**src/rtl/ras_link_stack.sv**
```systemverilog
// ras_link_stack
//   Linked-list return-address stack front end. Stack nodes are borrowed
//   from an external free-list allocator on push and handed back on pop.
//   Each node holds a return address (data_mem) and a link to the node
//   below it (link_mem). The top entry is cached in a register so a push
//   is visible on the very next cycle. A pop spends one REFILL cycle
//   reading the new top back out of the synchronous-read memories.
//
// Ports
//   clk, rst_n         clock, asynchronous active-low reset
//   push, pop          requests, accepted only while ready=1
//   push_data          return address to push
//   ready              IDLE state, can take push/pop this cycle
//   top_valid          stack non-empty
//   top_data           cached top return address (registered)
//   count              live entries, 0..DEPTH
//   full               count == DEPTH
//   overflow/underflow sticky error flags, cleared only by rst_n
//   alloc, alloc_addr  allocator handshake; alloc_addr valid in alloc cycle
//   free, free_addr    return the current head node to the allocator
//
// Optional build macro RAS_LINK_STACK_STATS_EN adds 16-bit saturating
// counters ovf_cnt / unf_cnt of overflowing pushes / underflowing pops.

module ras_link_stack #(
    parameter int ADDR   = 4,
    parameter int DEPTH  = 16,
    parameter int DATA_W = 32
) (
    input  logic              clk,
    input  logic              rst_n,
    input  logic              push,
    input  logic              pop,
    input  logic [DATA_W-1:0] push_data,
    output logic              ready,
    output logic              top_valid,
    output logic [DATA_W-1:0] top_data,
    output logic [ADDR:0]     count,
    output logic              full,
    output logic              overflow,
    output logic              underflow,
    output logic              alloc,
    input  logic [ADDR-1:0]   alloc_addr,
    output logic              free,
    output logic [ADDR-1:0]   free_addr
`ifdef RAS_LINK_STACK_STATS_EN
    ,
    output logic [15:0]       ovf_cnt,
    output logic [15:0]       unf_cnt
`endif
);

    localparam logic [ADDR:0] DEPTH_C = (ADDR+1)'(DEPTH);
    localparam logic [ADDR:0] ONE_C   = (ADDR+1)'(1);

    typedef enum logic {IDLE, REFILL} state_t;

    state_t              state_q, state_d;
    logic [ADDR-1:0]     head_q, head_d;
    logic [ADDR-1:0]     head_prev_q, head_prev_d;
    logic [DATA_W-1:0]   top_q, top_d;
    logic [ADDR:0]       count_q, count_d;
    logic                ovf_q, ovf_d;
    logic                unf_q, unf_d;
    logic                ovf_evt, unf_evt;

    // Node storage, no reset (block RAM)
    logic [DATA_W-1:0]   data_mem [DEPTH];
    logic [ADDR-1:0]     link_mem [DEPTH];
    logic                dmem_we, lmem_we, rd_en;
    logic [ADDR-1:0]     waddr;
    logic [DATA_W-1:0]   rd_data_q;
    logic [ADDR-1:0]     rd_link_q;

    always_comb begin
        state_d     = state_q;
        head_d      = head_q;
        head_prev_d = head_prev_q;
        top_d       = top_q;
        count_d     = count_q;
        ovf_d       = ovf_q;
        unf_d       = unf_q;
        ovf_evt     = 1'b0;
        unf_evt     = 1'b0;
        alloc       = 1'b0;
        free        = 1'b0;
        dmem_we     = 1'b0;
        lmem_we     = 1'b0;
        rd_en       = 1'b0;
        waddr       = alloc_addr;

        case (state_q)
            IDLE: begin
                if (push && pop && count_q != '0) begin
                    // Replace top in place: the head node is reused, so
                    // no allocator traffic and the links stay intact.
                    dmem_we = 1'b1;
                    waddr   = head_q;
                    top_d   = push_data;
                end else if (push) begin
                    // Includes push+pop on an empty stack (plain push).
                    if (count_q == DEPTH_C) begin
                        ovf_d   = 1'b1;
                        ovf_evt = 1'b1;
                    end else begin
                        alloc       = 1'b1;
                        dmem_we     = 1'b1;
                        lmem_we     = 1'b1;
                        head_prev_d = head_q;
                        head_d      = alloc_addr;
                        top_d       = push_data;
                        count_d     = count_q + ONE_C;
                    end
                end else if (pop) begin
                    if (count_q == '0) begin
                        unf_d   = 1'b1;
                        unf_evt = 1'b1;
                    end else if (count_q == ONE_C) begin
                        // Last entry: nothing below to fetch.
                        free    = 1'b1;
                        count_d = '0;
                    end else begin
                        free    = 1'b1;
                        rd_en   = 1'b1;
                        head_d  = head_prev_q;
                        count_d = count_q - ONE_C;
                        state_d = REFILL;
                    end
                end
            end
            REFILL: begin
                top_d       = rd_data_q;
                head_prev_d = rd_link_q;
                state_d     = IDLE;
            end
            default: state_d = IDLE;
        endcase
    end

    always_ff @(posedge clk or negedge rst_n) begin
        if (!rst_n) begin
            state_q     <= IDLE;
            head_q      <= '0;
            head_prev_q <= '0;
            top_q       <= '0;
            count_q     <= '0;
            ovf_q       <= 1'b0;
            unf_q       <= 1'b0;
        end else begin
            state_q     <= state_d;
            head_q      <= head_d;
            head_prev_q <= head_prev_d;
            top_q       <= top_d;
            count_q     <= count_d;
            ovf_q       <= ovf_d;
            unf_q       <= unf_d;
        end
    end

    always_ff @(posedge clk) begin
        if (dmem_we) data_mem[waddr] <= push_data;
        if (lmem_we) link_mem[waddr] <= head_q;
        if (rd_en) begin
            rd_data_q <= data_mem[head_prev_q];
            rd_link_q <= link_mem[head_prev_q];
        end
    end

    assign ready     = (state_q == IDLE);
    assign top_valid = (count_q != '0);
    assign top_data  = top_q;
    assign count     = count_q;
    assign full      = (count_q == DEPTH_C);
    assign overflow  = ovf_q;
    assign underflow = unf_q;
    assign free_addr = head_q;

`ifdef RAS_LINK_STACK_STATS_EN
    logic [15:0] ovf_cnt_q, unf_cnt_q;

    always_ff @(posedge clk or negedge rst_n) begin
        if (!rst_n) begin
            ovf_cnt_q <= '0;
            unf_cnt_q <= '0;
        end else begin
            if (ovf_evt && ovf_cnt_q != 16'hFFFF) ovf_cnt_q <= ovf_cnt_q + 16'd1;
            if (unf_evt && unf_cnt_q != 16'hFFFF) unf_cnt_q <= unf_cnt_q + 16'd1;
        end
    end

    assign ovf_cnt = ovf_cnt_q;
    assign unf_cnt = unf_cnt_q;
`else
    logic unused_evt;
    assign unused_evt = ovf_evt ^ unf_evt;
`endif

endmodule

```
**config.mk**
```make
export PLATFORM = sky130hd
export DESIGN_NAME = ras_link_stack
export DESIGN_NICKNAME = d
export VERILOG_FILES = /design/src/rtl/ras_link_stack.sv
export SDC_FILE = /design/constraint.sdc
export NUM_CORES = 1
export LEC_CHECK = 0
export BUFFER_PORTS_ARGS = -buffer_cell sky130_fd_sc_hd__buf_4
export CORE_MARGIN = 2
export CORE_UTILIZATION = 60
export DETAILED_ROUTE_END_ITERATION = 16
export PLACE_DENSITY = 0.77
export SETUP_SLACK_MARGIN = 0.3
export SYNTH_ARGS = -nofsm -noshare
export SYNTH_HDL_FRONTEND = slang
export SYNTH_SLANG_ARGS = --single-unit
```
**constraint.sdc**
```tcl
create_clock -name clk -period 5.2 [get_ports clk]
set_input_delay 0.26 -clock clk [delete_from_list [all_inputs] [get_ports clk]]
set_output_delay 0.26 -clock clk [all_outputs]
set_load 0.1 [all_outputs]
```
==> impl_metrics.yaml <==
floorplanning:
  die_y_um: 210
  ios: 88
  die_area_um2: 44300
  rows: 75
  die_x_um: 210
  start_util_pct: 60.8
  core-area_um2: 42000
yosys:
  ys_seq_area_share_pct: 76.5
  synth-main-ff-cell: "edfxtp_1"
  synth_edf_count: 612
  syn-num-nets: 1242
  synth.avg_cell_area_um2: 21.3
  ys_ff_latch: 660
  syn_area_um2: 25600
  synth_cell_types: 49
  syn_inst: 1198
  yosys_warnings: 0
  async_flop_share_pct: 7.27
timing:
  finalCritPeriodShare_pct: 68.5
  max_freq_ghz: 0.281
  setup_viol: 0
  tightest_slew_ns: 1.29
  finalClockSkew_ns: 0.0136
  rsz0062_at_grt: "no"
  period_minus_slack_ns: 3.56
  fin_ws_ns: 1.64
  finalMaxSlewViolations: 0
  setup_tns_ns: 0
  finalHoldViolations: 0
  relSlewSlack_pct: 13.5
hold_path:
  hp-class: "in -> reg"
  hold_path_startpoint: "push_data[23]"
  hold_depth: 1
global_route:
  antenna_found_initial: 0
  grt_pass1_vias: 13251
  grt_pass1_wl_um: 82000
  grt_max_degree: 78
  grt_use_total_pct: 25.4
  grt_overflow: 0
pwr:
  power_density_nw_per_um2: 535
  ir_drop_mv: 0.495
  finalPower_mw: 15.5
  p_leak_nw: 9.45
clocking:
  clk_pin_slew_ns: 0.06
  clock_latency_ns: 0.57
  cts_tree: "done"
  root_buffer: "clkbuf_16"
  cts_resized: 0
  cts_num_sinks: 660
  cts_buffers: 66
  cts_buffer_depth: 3
  cts_max_level: 3
layout:
  fillers: 2487
  mostFrequentLayoutCells: "edfxtp_1, mux4_2, buf_4"
  fin_cells: 1900
  final_area_um2: 29000
  area_growth_pct: 13.4
  layout-drive-gt1-share_pct: 32.0
  nNetsFinal: 1359
  diodes: 0
  layout_commonest_cell: "edfxtp_1"
place:
  gp_congestion: 0.845
  dp.cells: 1772
  placed_cell_area_um2: 26900
  dpl.hpwl_um: 28000
  place_ws_ns: 1.69
  port-buffer-count: 87
worst_setup_path:
  critPathLaunch: "count[0]"
  ff2ff_path_depth: 7
  r2r_start: "count[0]"
  crit_fanout: 32
  startpoint_type: "flip-flop"
  crit_arrival_ns: 3.74
  crit_required_ns: 5.37
  criticalPathCategory: "reg -> reg"
  end_kind: "flip-flop"
status:
  status: "finished clean"
route:
  routed_via_density: 6.57
  drc: 0
  drt_iter0_drc: 1481
  wl_per_cell_um: 28.6
  antenna_left: 0
  vias: 12485
  dr.pass1.iters: 5
  totalWireLength_um: 54400
job:
  maxCapViolCount: 0
==> area by class of cell <==
type	count	area (um2)	share of cell area, %
clock buffer	92	1830	6.32
multi-input combinational	467	5830	20.1
inverter	8	30.0	0.104
tap	539	674	2.33
sequential	660	19600	67.5
clock inverter	22	135	0.466
timing repair buffer	112	913	3.15
==> path summary, 6_finish.rpt <==
check,end,slack [ns]
min in group asynchronous,top_data[30],0.31
worst max-delay path,data_mem[13][16],1.64
max in group asynchronous,head_prev_q[1],4.29
worst max register to register,data_mem[13][16],1.64
worst min-delay path,data_mem[7][23],0.02
worst min register to register,head_prev_q[1],0.47
==> worst max-delay path, stage by stage (launching register included) <==
cell     delay [ns]
dfrtp_1        0.47
inv_1          0.14
ha_1           0.20
nor4b_4        0.45
inv_2          0.22
a21oi_1        0.18
o21ai_0        0.39
nor2_4         1.07
==> cells by family (layout without fill, tap and decap cells) <==
kind of cell             count (synthesis)  after routing  share of synthesized area [%]
flip-flops                             660            660                           76.5
multiplexers                           229            229                           16.4
AND/OR/NAND/NOR                        125            125                           2.46
AO/OA/AOI/OAI                          108            108                           3.10
buffers and inverters                   71            234                           1.27
adder cells (fa/ha/maj)                  4              4                          0.196
XOR/XNOR                                 1              1                         0.0342
==> stage by stage <==
stage	utilization (%)	hold slack [ns]
2_1_floorplan	-	-0.0356
3_3_place_gp	64.0	0.374
3_5_place_dp	64.0	0.387
4_1_cts	69.0	0.0000228
5_1_grt	69.0	0.0122
6_report	69.0	0.0180
==> per-layer routing <==
metal,global-route usage (%),share of wire (%),up-vias
li1,-,-,5206
met1,34.9,39,6508
met2,41.7,50,659
met3,4.89,8.1,112
met4,9.28,2.9,0
met5,0,0,-
==> sequential cells by signal, summed over array words and instances (netlist names), 4 cells and up <==
register,count
head_prev_q,4
top_data,32
rd_data_q,32
count,5
free_addr,4
rd_link_q,4
data_mem,512
link_mem,64
==> report_power, final <==
| group | switching, mW | internal, mW | total, mW |
|---|---|---|---|
| clock network | 1.90 | 2.51 | 4.41 |
| registers | 0.477 | 6.38 | 6.86 |
| logic | 2.60 | 1.66 | 4.26 |
==> cells in the mapped netlist, types with 2 or more instances <==
master / n / area share, %
ha_1: 4 / 0.20
buf_2: 20 / 0.39
mux4_2: 144 / 13
a22oi_1: 74 / 2.2
and3_1: 2 / 0.049
dfrtp_1: 48 / 4.7
mux2i_1: 7 / 0.27
nand2b_1: 10 / 0.24
and2_1: 2 / 0.049
a21boi_0: 2 / 0.059
nor2_1: 31 / 0.45
inv_1: 7 / 0.10
buf_6: 4 / 0.18
nand3_2: 2 / 0.078
a2bb2oi_1: 2 / 0.068
nand3_1: 3 / 0.059
mux2_2: 77 / 3.4
a31oi_1: 3 / 0.073
buf_1: 5 / 0.073
nor3_1: 11 / 0.22
nor2b_1: 4 / 0.098
nor4_1: 5 / 0.12
clkbuf_1: 33 / 0.48
o21ai_0: 9 / 0.18
a21oi_1: 6 / 0.12
edfxtp_1: 612 / 72
nand2_1: 47 / 0.69
o21bai_1: 3 / 0.088
==> what timing repair did <==
item	4_1_cts	5_1_grt
endpoints found under the setup margin	0	0
buffers inserted	0	0
hold buffers	14	0
hold endpoints to repair	210	0
(Power assumes the default switching activity.)
